### src/rtl/perf_sample_sequencer_if.sv
// Record stream between the sample sequencer and the trace writer.
//
// Handshake: a word moves on a rising clk_i edge when rec_valid_o and
// rec_ready_i are both high. Once rec_valid_o is raised, it stays high and
// rec_data_o/rec_tag_o/rec_last_o stay constant until that word moves.
// rec_ready_i may change freely and never depends on rec_valid_o.
//
// Signals:
//   rec_valid_o   record word valid (master -> slave)
//   rec_ready_i   sink accepts word (slave -> master)
//   rec_data_o    record word, CNT_W bits
//   rec_tag_o     word index within the record, 0..6
//   rec_last_o    high together with tag 6
//   fsm_state_dbg sequencer state, 0 = IDLE, 1 = SEND (observation only)
interface perf_sample_sequencer_if #(
    parameter int CNT_W = 32
);
    logic             rec_valid_o;
    logic             rec_ready_i;
    logic [CNT_W-1:0] rec_data_o;
    logic [2:0]       rec_tag_o;
    logic             rec_last_o;
    logic             fsm_state_dbg;

    modport master (
        output rec_valid_o,
        input  rec_ready_i,
        output rec_data_o,
        output rec_tag_o,
        output rec_last_o,
        output fsm_state_dbg
    );

    modport slave (
        input  rec_valid_o,
        output rec_ready_i,
        input  rec_data_o,
        input  rec_tag_o,
        input  rec_last_o,
        input  fsm_state_dbg
    );
endinterface

### src/rtl/perf_sample_sequencer.sv
// Periodically snapshots the six retirement-statistics counters and sends
// each snapshot as a 7-word record (seq, cycle, retire, alu, load, store,
// branch) over the record stream. A sample is triggered every
// SAMPLE_INTERVAL cycles while enable_i is high, or by a dump_req_i pulse.
// Triggers that arrive while a record is still draining are dropped and
// counted in a saturating overrun counter.
//
// Ports:
//   clk_i          clock, all logic on posedge
//   reset_i        synchronous active-high reset
//   enable_i       enables periodic sampling
//   dump_req_i     single-cycle manual snapshot request
//   *_cnt_i        live counters (cycle, retire, alu, load, store, branch)
//   rec            record stream (master side)
//   busy_o         high while a record is being sent
//   overrun_cnt_o  dropped-trigger count, saturating
module perf_sample_sequencer #(
    parameter int SAMPLE_INTERVAL = 1000,
    parameter int CNT_W           = 32,
    parameter int OVR_W           = 16
) (
    input  logic                      clk_i,
    input  logic                      reset_i,
    input  logic                      enable_i,
    input  logic                      dump_req_i,
    input  logic [CNT_W-1:0]          cycle_cnt_i,
    input  logic [CNT_W-1:0]          retire_cnt_i,
    input  logic [CNT_W-1:0]          alu_cnt_i,
    input  logic [CNT_W-1:0]          load_cnt_i,
    input  logic [CNT_W-1:0]          store_cnt_i,
    input  logic [CNT_W-1:0]          branch_cnt_i,
    perf_sample_sequencer_if.master   rec,
    output logic                      busy_o,
    output logic [OVR_W-1:0]          overrun_cnt_o
);

    localparam int IW = (SAMPLE_INTERVAL > 2) ? $clog2(SAMPLE_INTERVAL) : 1;
    localparam logic [IW-1:0] LAST_CNT = IW'(SAMPLE_INTERVAL - 1);

    typedef enum logic {
        IDLE = 1'b0,
        SEND = 1'b1
    } state_t;

    state_t           state_q, state_d;
    logic [IW-1:0]    int_cnt_q;
    logic [CNT_W-1:0] seq_q;
    logic [CNT_W-1:0] snap_q [7];
    logic [2:0]       tag_q;
    logic [OVR_W-1:0] ovr_q;

    logic tick, trigger, xfer, last_xfer, take_snap, drop;

    // Interval counter runs regardless of FSM state.
    assign tick      = enable_i && (int_cnt_q == LAST_CNT);
    assign trigger   = tick || dump_req_i;
    assign xfer      = rec.rec_valid_o && rec.rec_ready_i;
    assign last_xfer = xfer && (tag_q == 3'd6);

    always_ff @(posedge clk_i) begin
        if (reset_i || !enable_i || tick) begin
            int_cnt_q <= '0;
        end else begin
            int_cnt_q <= int_cnt_q + 1'b1;
        end
    end

    always_ff @(posedge clk_i) begin
        if (reset_i) begin
            state_q <= IDLE;
        end else begin
            state_q <= state_d;
        end
    end

    // A trigger is accepted only in IDLE or on the final handshake of a
    // record; the latter chains a new record with no bubble.
    always_comb begin
        state_d   = state_q;
        take_snap = 1'b0;
        drop      = 1'b0;
        case (state_q)
            IDLE: begin
                if (trigger) begin
                    take_snap = 1'b1;
                    state_d   = SEND;
                end
            end
            SEND: begin
                if (last_xfer) begin
                    if (trigger) begin
                        take_snap = 1'b1;
                    end else begin
                        state_d = IDLE;
                    end
                end else if (trigger) begin
                    drop = 1'b1;
                end
            end
            default: state_d = IDLE;
        endcase
    end

    always_ff @(posedge clk_i) begin
        if (reset_i) begin
            seq_q <= '0;
            tag_q <= '0;
            ovr_q <= '0;
            for (int i = 0; i < 7; i++) begin
                snap_q[i] <= '0;
            end
        end else begin
            if (take_snap) begin
                snap_q[0] <= seq_q;
                snap_q[1] <= cycle_cnt_i;
                snap_q[2] <= retire_cnt_i;
                snap_q[3] <= alu_cnt_i;
                snap_q[4] <= load_cnt_i;
                snap_q[5] <= store_cnt_i;
                snap_q[6] <= branch_cnt_i;
                seq_q     <= seq_q + 1'b1;
                tag_q     <= '0;
            end else if (xfer) begin
                tag_q <= (tag_q == 3'd6) ? 3'd0 : tag_q + 3'd1;
            end
            if (drop && (ovr_q != {OVR_W{1'b1}})) begin
                ovr_q <= ovr_q + 1'b1;
            end
        end
    end

    always_comb begin
        rec.rec_valid_o   = (state_q == SEND);
        rec.rec_tag_o     = tag_q;
        rec.rec_last_o    = (state_q == SEND) && (tag_q == 3'd6);
        rec.rec_data_o    = '0;
        rec.fsm_state_dbg = state_q;
        if (state_q == SEND) begin
            case (tag_q)
                3'd0:    rec.rec_data_o = snap_q[0];
                3'd1:    rec.rec_data_o = snap_q[1];
                3'd2:    rec.rec_data_o = snap_q[2];
                3'd3:    rec.rec_data_o = snap_q[3];
                3'd4:    rec.rec_data_o = snap_q[4];
                3'd5:    rec.rec_data_o = snap_q[5];
                3'd6:    rec.rec_data_o = snap_q[6];
                default: rec.rec_data_o = '0;
            endcase
        end
    end

    assign busy_o        = (state_q == SEND);
    assign overrun_cnt_o = ovr_q;

endmodule

### src/flat_wrapper.sv
// flat-port wrapper written by rule: the top's interface ports become plain ports
module perf_sample_sequencer_flat 
#(
    parameter int SAMPLE_INTERVAL = 1000,
    parameter int CNT_W           = 32,
    parameter int OVR_W           = 16
)
  (clk_i, reset_i, enable_i, dump_req_i, cycle_cnt_i, retire_cnt_i, alu_cnt_i, load_cnt_i, store_cnt_i, branch_cnt_i, busy_o, overrun_cnt_o, rec_rec_valid_o, rec_rec_ready_i, rec_rec_data_o, rec_rec_tag_o, rec_rec_last_o, rec_fsm_state_dbg);
  perf_sample_sequencer_if #(.CNT_W(CNT_W)) rec_i ();
  input  logic clk_i;
  input  logic reset_i;
  input  logic enable_i;
  input  logic dump_req_i;
  input  logic [CNT_W-1:0] cycle_cnt_i;
  input  logic [CNT_W-1:0] retire_cnt_i;
  input  logic [CNT_W-1:0] alu_cnt_i;
  input  logic [CNT_W-1:0] load_cnt_i;
  input  logic [CNT_W-1:0] store_cnt_i;
  input  logic [CNT_W-1:0] branch_cnt_i;
  output logic busy_o;
  output logic [OVR_W-1:0] overrun_cnt_o;
  output wire logic [$bits(rec_i.rec_valid_o)-1:0] rec_rec_valid_o;
  input wire logic [$bits(rec_i.rec_ready_i)-1:0] rec_rec_ready_i;
  output wire logic [$bits(rec_i.rec_data_o)-1:0] rec_rec_data_o;
  output wire logic [$bits(rec_i.rec_tag_o)-1:0] rec_rec_tag_o;
  output wire logic [$bits(rec_i.rec_last_o)-1:0] rec_rec_last_o;
  output wire logic [$bits(rec_i.fsm_state_dbg)-1:0] rec_fsm_state_dbg;
  assign rec_rec_valid_o = rec_i.rec_valid_o;
  assign rec_i.rec_ready_i = rec_rec_ready_i;
  assign rec_rec_data_o = rec_i.rec_data_o;
  assign rec_rec_tag_o = rec_i.rec_tag_o;
  assign rec_rec_last_o = rec_i.rec_last_o;
  assign rec_fsm_state_dbg = rec_i.fsm_state_dbg;
  perf_sample_sequencer #(.SAMPLE_INTERVAL(SAMPLE_INTERVAL), .CNT_W(CNT_W), .OVR_W(OVR_W)) u_core (.clk_i(clk_i), .reset_i(reset_i), .enable_i(enable_i), .dump_req_i(dump_req_i), .cycle_cnt_i(cycle_cnt_i), .retire_cnt_i(retire_cnt_i), .alu_cnt_i(alu_cnt_i), .load_cnt_i(load_cnt_i), .store_cnt_i(store_cnt_i), .branch_cnt_i(branch_cnt_i), .rec(rec_i), .busy_o(busy_o), .overrun_cnt_o(overrun_cnt_o));
endmodule
### config.mk
export PLATFORM = sky130hd
export DESIGN_NAME = perf_sample_sequencer_flat
export DESIGN_NICKNAME = d
export VERILOG_FILES = /design/src/rtl/perf_sample_sequencer_if.sv /design/src/rtl/perf_sample_sequencer.sv /design/src/flat_wrapper.sv
export SDC_FILE = /design/constraint.sdc
export NUM_CORES = 1
export LEC_CHECK = 0
export CAP_MARGIN = 20
export CORE_AREA = 3 3 140 210
export CTS_CLUSTER_SIZE = 10
export DETAILED_ROUTE_END_ITERATION = 12
export DIE_AREA = 0 0 143 213
export PLACE_DENSITY = 0.82
export SLEW_MARGIN = 5
export SYNTH_ARGS = -nofsm -noshare
export SYNTH_HDL_FRONTEND = slang
export SYNTH_SLANG_ARGS = --single-unit
### constraint.sdc
create_clock -name clk_i -period 9.9 [get_ports clk_i]
set_input_delay 2.97 -clock clk_i [delete_from_list [all_inputs] [get_ports clk_i]]
set_output_delay 2.97 -clock clk_i [all_outputs]
set_load 0.005 [all_outputs]
Word-level counts from Yosys, hierarchy flattened
Memory sizes are Yosys's and may differ from the RTL's.
Index checks and enable logic that the tools add are counted.
{"block": "totals", "reg_bits": 62, "ram_bits": 224, "word_cells": 59, "latch_bits": 0, "mem_count": 1, "input_bits": 197, "rom_bits": 0, "out_inout_bits": 55}
{"name": "u_core.snap_q", "words": 7, "width": 32, "read_ports": 7, "rd_ports_with_merged_regs": 0, "wr": 7, "line": "perf_sample_sequencer.sv:48", "text": "logic [CNT_W-1:0] snap_q [7];"}
{"block": "classes", "div_mod_pow": 0, "mux": 22, "eq_ne": 8, "multipliers": 0, "magnitude_cmp": 0, "n_addsub": 4, "shifts": 0, "bitwise_logic": 8, "n_reduce_logical": 11}
{"op": "32-bit 2-to-1 mux", "count": 8}
{"op": "32-bit case mux with 7 select lines", "count": 1}
{"op": "32-bit by 1-bit adder with 32-bit output, second input constant", "count": 1}
{"op": "16-bit by 1-bit adder with 16-bit output, second input constant", "count": 1}
{"op": "16-bit != test, second input constant", "count": 1}
{"op": "10-bit by 1-bit adder with 10-bit output, second input constant", "count": 1}
{"op": "10-bit == test, second input constant", "count": 1}
{"op": "1-bit 2-to-1 mux", "count": 10}
{"op": "3-bit == test, second input constant", "count": 3}
{"op": "1-bit bitwise OR", "count": 7}
{"op": "3-bit by 2-bit == test with 1-bit output, second input constant", "count": 2}
{"op": "1-bit logical AND", "count": 5}
{"op": "1-bit case mux with 2 select lines", "count": 2}
{"op": "3-bit by 1-bit adder with 3-bit output, second input constant", "count": 1}
{"op": "3-bit by 1-bit == test with 1-bit output, second input constant", "count": 1}
{"op": "3-bit logical NOT", "count": 1}
{"op": "1-bit logical OR", "count": 3}
{"op": "3-bit 2-to-1 mux", "count": 1}
{"op": "2-bit OR reduction", "count": 1}
{"op": "1-bit logical NOT", "count": 1}
{"op": "1-bit NOT", "count": 1}

Longest topological paths before layout
{"block": "logic_depth", "word_depth": 10, "ltp_mapped": 10, "ltp_nobuf": 6}

Worst setup path before layout
OpenSTA, ideal clock, no wires.
{"block": "synth_timing", "kind": "input to register", "from": "input port reset_i", "to": "memory u_core.snap_q[0][0], enable pin", "path_buffers": 2, "cell_stages": 3, "arrival_time_ps": 8993, "setup_time_ps": 627, "slack_ps": 280, "required_time_ps": 9273, "path_cell_list": "clkbuf_1 > clkbuf_1 > nand2b_1"}
{"item": "start: declaration", "line": "flat_wrapper.sv:11", "text": "input logic reset_i;"}
{"item": "end: declaration", "line": "perf_sample_sequencer.sv:48"}

Final worst setup path
{"block": "layout_timing", "from": "register u_core.tag_q[2], in the netlist u_core.rec.rec_tag_o[2]", "to": "output port rec_rec_data_o[8]"}
{"block": "layout_via", "elab_chain_len": 3, "elab_cells_between_ends": 9, "classes_between": "eq/ne: 6; mux: 2; reduce/logical: 1"}
{"item": "start: declaration", "line": "perf_sample_sequencer.sv:49", "text": "logic [2:0] tag_q;"}
{"item": "start signal: assignment", "line": "perf_sample_sequencer.sv:124", "text": "tag_q <= (tag_q == 3'd6) ? 3'd0 : tag_q + 3'd1;"}
{"item": "3-bit == test (tied with other cells)", "line": "perf_sample_sequencer.sv:139", "text": "case (tag_q)"}
{"item": "32-bit case mux with 7 select lines (*)", "line": "perf_sample_sequencer.sv:139"}
{"item": "32-bit 2-to-1 mux (*)", "line": "perf_sample_sequencer.sv:138", "text": "if (state_q == SEND) begin"}
{"item": "end: declaration", "line": "flat_wrapper.sv:24", "text": "output wire logic [$bits(rec_i.rec_data_o)-1:0] rec_rec_data_o;"}
Mark *: on every way between the ends. The rest lies on a longest branch, timed or not.

==> results.md <==
- The flow ran to the end, and the final reports show no timing, DRC or antenna violations.
- Counting flops and latches in the post-synthesis netlist gives between 200 and 300.
- In this run, the number of DRC markers left after iteration 0 of detailed routing was 887.
- The worst hold path begins at u_core.int_cnt_q[0].
- The via count of the first global-routing pass is slightly below 10000.
- Dividing the final minimum period by the clock period gives 0.7227.
- The tool flagged a number of max-cap violations equal to 0.
- The worst setup path is captured at a primary output.
- Based on the critical path, the design can be clocked at up to approximately 0.14 GHz.
- The CTS sink count is around 290.
- STA puts the critical path data required time at a little under 7 ns.
- Adding up every negative setup slack in the final design gives 0 ns.
- The cell area after placement is approximately 16000 sq um.
- The number of buffers inserted for hold repair after clock tree synthesis is 0.
- In this run, post-CTS repair resized a total of 0 instances.
- The post-route DRC violation count is 0.
- For the worst-skew pair, the clock arrives at the later sink with an insertion delay of about 0.5 ns.
- The number of distinct library cell variants in the gate-level netlist after synthesis is 57.
- The worst flop-to-flop path startpoint is u_core.rec.rec_tag_o[2].
- With fillers left out, the area of the finished cells amounts to between 15000 and 20000 sq um.
- Setup slack on the worst reg-to-reg path comes out at 6.41 ns.
- The netlist area before placement is about 13000 sq um.
- Of the cells placed in the final design, the portion with a size suffix greater than 1 is 0.07687.
- The min-delay analysis places its worst path in the category register to register.
- The CTS H-tree depth is 2.
- The TritonCTS clock tree is done.
- The root buffer cell chosen for the clock tree is sky130_fd_sc_hd__clkbuf_16.
- For this run, global-route usage on met3 was measured as 0.04705.
- After global routing, the most crowded layer is met2.
- The cell type with the largest total area after synthesis is sky130_fd_sc_hd__edfxtp_1.
- The biggest fanout along the worst timing path is between 60 and 70.
- The height of the chip is around 210 um.
- The first detailed-routing pass took 7 iterations.
- The number of antenna violations at the first check in global routing is 3.
- The number of endpoints with negative hold slack in the final report was 0.
- Between clock sinks in the finished design, the worst skew comes to between 0.02 and 0.025 ns.
- The total detailed-routing wirelength is 36.34 mm.
- The data arrival time of the critical path is about 4.2 ns.
- The number of stages on the worst hold path is 1.
- The fraction of met2 tracks used by global routing is 0.4106.
- The worst register-to-register path has a depth of 5.
- The worst hold margin is around 0.45 ns.
- 252 I/O pins were placed.
- The worst setup slack before clock tree synthesis is about 3.3 ns.
- The first global-routing pass estimated ~54 mm of wire.
- The actual slew at the worst max-slew pin is roughly 1.0 ns.
- The endpoint identified for the worst register-to-register timing path is u_core.snap_q[3][23].
- The number of nets produced by synthesis is approximately 1300.
- Setup repair after global routing left no endpoint under its margin.
- In this run, CTS created clock tree buffers numbering 34.
- Of the synthesized area, sequential elements account for 0.6130.
- The routed layout has between 9000 and 10000 vias.
- The async set-or-reset flop fraction in the synthesized netlist is 0.
- The synthesis warning total is 0.
- The overall die width is between 100 and 150 um.
- The element type at the critical path start is a register.
- Routability-driven placement finished with a final weighted congestion of around 0.9.
- The primary flip-flop cell chosen by synthesis mapping is sky130_fd_sc_hd__edfxtp_1.
- The number of pins with negative max-slew slack in the final report is 0.
- The area of the die is just over 30000 sq um.
- The clock-pin slew reported for the worst setup and hold paths after clock tree synthesis is about 0.060 ns.
- Entering global routing, the biggest net connects roughly 110 pins.
- The number of buffers inserted by post-CTS setup repair is 0.
- Summed over all cells, the static leakage comes to around 0.0059 uW.
- For met1 alone, demand over resource in global routing was 0.2641.
- After floorplanning, the core was divided into 75 placement rows.
- The starting density of the core is 0.4664.
- The count of antenna-violating nets left after detailed routing is 0.
- The region available for standard cell placement spans roughly 28000 sq um.
- In the post-synthesis netlist, the biggest area contributors are sky130_fd_sc_hd__edfxtp_1, sky130_fd_sc_hd__dfxtp_1, sky130_fd_sc_hd__and2_1, sky130_fd_sc_hd__mux2i_1, sky130_fd_sc_hd__nor2_1.
- The worst-case IR drop observed on VDD is 0.0001150 V.
- For this run, the post-layout net count is roughly 1500.
- In this run the tightest slew margin relative to its limit is 0.3300.
- Global routing finished with a remaining overflow of 0.
- The detailed-route vias per instance is 5.712.
- The global-route usage over all layers is 0.2301.
- The deepest clock path buffer count is 3.
- The routed design could run at a clock period as short as ~7 ns.
- The final worst slack is between 2 and 3 ns.
- Port buffering added roughly 250 buffers.
- Dividing total power by cell area gives a power density of 162.9 nW/um^2.
- Setup violations remaining at the end of the flow were counted as 0.
- In the final routed layout, each cell accounts on average for 21.52 um.
- The post-synthesis cell count is between 1000 and 1500.
- Compared with the post-synthesis result, the final layout area differs by 28.97%.
- Of the post-synthesis cell area, the dominant cell type holds 0.5175.
- The classification of the worst setup path is register to primary output.
- The number of flops mapped to enable cells by yosys is between 200 and 250.
- Dividing the synthesized area by the synthesized cell count gives 11.98 sq um.
- For hold timing, the worst endpoint is u_core.int_cnt_q[0].
- The half-perimeter wire length of the detailed placement result is between 20 and 25 mm.
-- placed cells by master (no fill, tap or decap), types with 3 or more instances in the layout --
cell type / instances
sky130_fd_sc_hd__o21ai_0: 31
sky130_fd_sc_hd__xor2_1: 16
sky130_fd_sc_hd__xnor2_1: 8
sky130_fd_sc_hd__a21oi_1: 57
sky130_fd_sc_hd__nor4_1: 3
sky130_fd_sc_hd__buf_4: 12
sky130_fd_sc_hd__and4_1: 5
sky130_fd_sc_hd__ha_1: 3
sky130_fd_sc_hd__a22oi_1: 18
sky130_fd_sc_hd__nand2_1: 34
sky130_fd_sc_hd__mux2_2: 21
sky130_fd_sc_hd__clkbuf_16: 35
sky130_fd_sc_hd__a222oi_1: 15
sky130_fd_sc_hd__nor2_1: 82
sky130_fd_sc_hd__clkbuf_1: 24
sky130_fd_sc_hd__inv_1: 9
sky130_fd_sc_hd__nor3_1: 7
sky130_fd_sc_hd__edfxtp_1: 224
sky130_fd_sc_hd__o31ai_1: 9
sky130_fd_sc_hd__or3_1: 19
sky130_fd_sc_hd__dfxtp_1: 59
sky130_fd_sc_hd__o21a_1: 11
sky130_fd_sc_hd__and3_1: 8
sky130_fd_sc_hd__and2_1: 194
sky130_fd_sc_hd__diode_2: 3
sky130_fd_sc_hd__clkdlybuf4s50_1: 250
sky130_fd_sc_hd__nand4_1: 17
sky130_fd_sc_hd__a31oi_1: 4
sky130_fd_sc_hd__nand3_1: 31
sky130_fd_sc_hd__mux2i_1: 33
sky130_fd_sc_hd__a221oi_1: 8
sky130_fd_sc_hd__nor2b_1: 36
sky130_fd_sc_hd__or4_1: 11
sky130_fd_sc_hd__o221a_2: 6
-- worst max-delay path by stage --
stage | to | slack (ns) | from
detailed placement | rec_rec_data_o[7] | 3.28 | u_core.rec.rec_tag_o[2]
floorplan | u_core.snap_q[0][0] | 0.28 | reset_i
CTS | rec_rec_data_o[7] | 2.76 | u_core.rec.rec_tag_o[2]
global route | rec_rec_data_o[8] | 2.55 | u_core.rec.rec_tag_o[2]
global placement | rec_rec_data_o[7] | 3.40 | u_core.rec.rec_tag_o[2]
finish | rec_rec_data_o[8] | 2.75 | u_core.rec.rec_tag_o[2]
-- routing by layer --
| layer | up-vias | wire length, um |
|---|---|---|
| li1 | 4416 | - |
| met1 | 4692 | 12650 |
| met2 | 445 | 19040 |
| met3 | 95 | 3047 |
| met4 | 0 | 1605 |
| met5 | - | 0 |
-- cell type report --
| cell class | count | area (sq um) |
|---|---|---|
| fill | 2175 | 11110 |
| tap | 346 | 432.9 |
| inverter | 10 | 37.54 |
| antenna | 3 | 7.507 |
| clock inverter | 2 | 13.76 |
| multi-input combinational | 719 | 4716 |
| sequential | 286 | 7974 |
| timing repair buffer | 264 | 2618 |
| clock buffer | 59 | 965.9 |
-- registers in the layout, indices dropped and copies added, names as in the netlist --
name	flops
u_core.snap_q	224
u_core.seq_q	32
u_core.overrun_cnt_o	16
u_core.int_cnt_q	10
u_core.rec.rec_tag_o	3
u_core.busy_o	1
-- per-stage QoR --
step / utilization / std cells / total power (uW)
4_1_cts: 0.6004 / 1684 / 2746
3_3_place_gp: 0.5652 / 1623 / 1634
2_1_floorplan: - / 1085 / 1517
5_1_grt: 0.6015 / 1689 / 2818
6_report: 0.6015 / 1689 / 2732
3_5_place_dp: 0.5652 / 1623 / 1640
-- synthesized netlist by cell type, types with 8 or more instances --
library cell	instances
sky130_fd_sc_hd__clkbuf_1	46
sky130_fd_sc_hd__o21ai_0	31
sky130_fd_sc_hd__mux2i_1	33
sky130_fd_sc_hd__dfxtp_1	62
sky130_fd_sc_hd__a221oi_1	8
sky130_fd_sc_hd__and2_1	194
sky130_fd_sc_hd__mux2_2	21
sky130_fd_sc_hd__nand3_1	31
sky130_fd_sc_hd__nand4_1	17
sky130_fd_sc_hd__nor2b_1	37
sky130_fd_sc_hd__a22oi_1	18
sky130_fd_sc_hd__nor3_1	8
sky130_fd_sc_hd__xor2_1	16
sky130_fd_sc_hd__nor2_1	82
sky130_fd_sc_hd__a222oi_1	15
sky130_fd_sc_hd__or3_1	19
sky130_fd_sc_hd__inv_1	9
sky130_fd_sc_hd__a21oi_1	57
sky130_fd_sc_hd__o21a_1	11
sky130_fd_sc_hd__edfxtp_1	224
sky130_fd_sc_hd__nand2_1	34
sky130_fd_sc_hd__or4_1	11
sky130_fd_sc_hd__and3_1	8
sky130_fd_sc_hd__buf_2	15
sky130_fd_sc_hd__o31ai_1	10
sky130_fd_sc_hd__xnor2_1	8
-- logic make-up after synthesis --
family / synth area share
buffers and inverters: 0.02666
XOR/XNOR: 0.01617
adder cells (fa/ha/maj): 0.003850
AND/OR/NAND/NOR: 0.2055
AO/OA/AOI/OAI: 0.08692
flip-flops: 0.6130
multiplexers: 0.04794
-- report_power, final --
part,total (uW),switching [uW],internal (uW)
Clock,1110,454,660
Combinational,219,101,118
Sequential,1400,26.8,1370
Total,2730,581,2150
-- critical path, cell delays in order (launching register included) --
cell and delay (ns):
sky130_fd_sc_hd__dfxtp_4 1.02, sky130_fd_sc_hd__clkinv_1 0.52, sky130_fd_sc_hd__ha_2 0.62, sky130_fd_sc_hd__o31ai_4 0.53
sky130_fd_sc_hd__buf_4 0.40, sky130_fd_sc_hd__nor2_1 0.10, sky130_fd_sc_hd__clkdlybuf4s50_1 0.47
No activity file was read; power rests on OpenSTA's default activity.
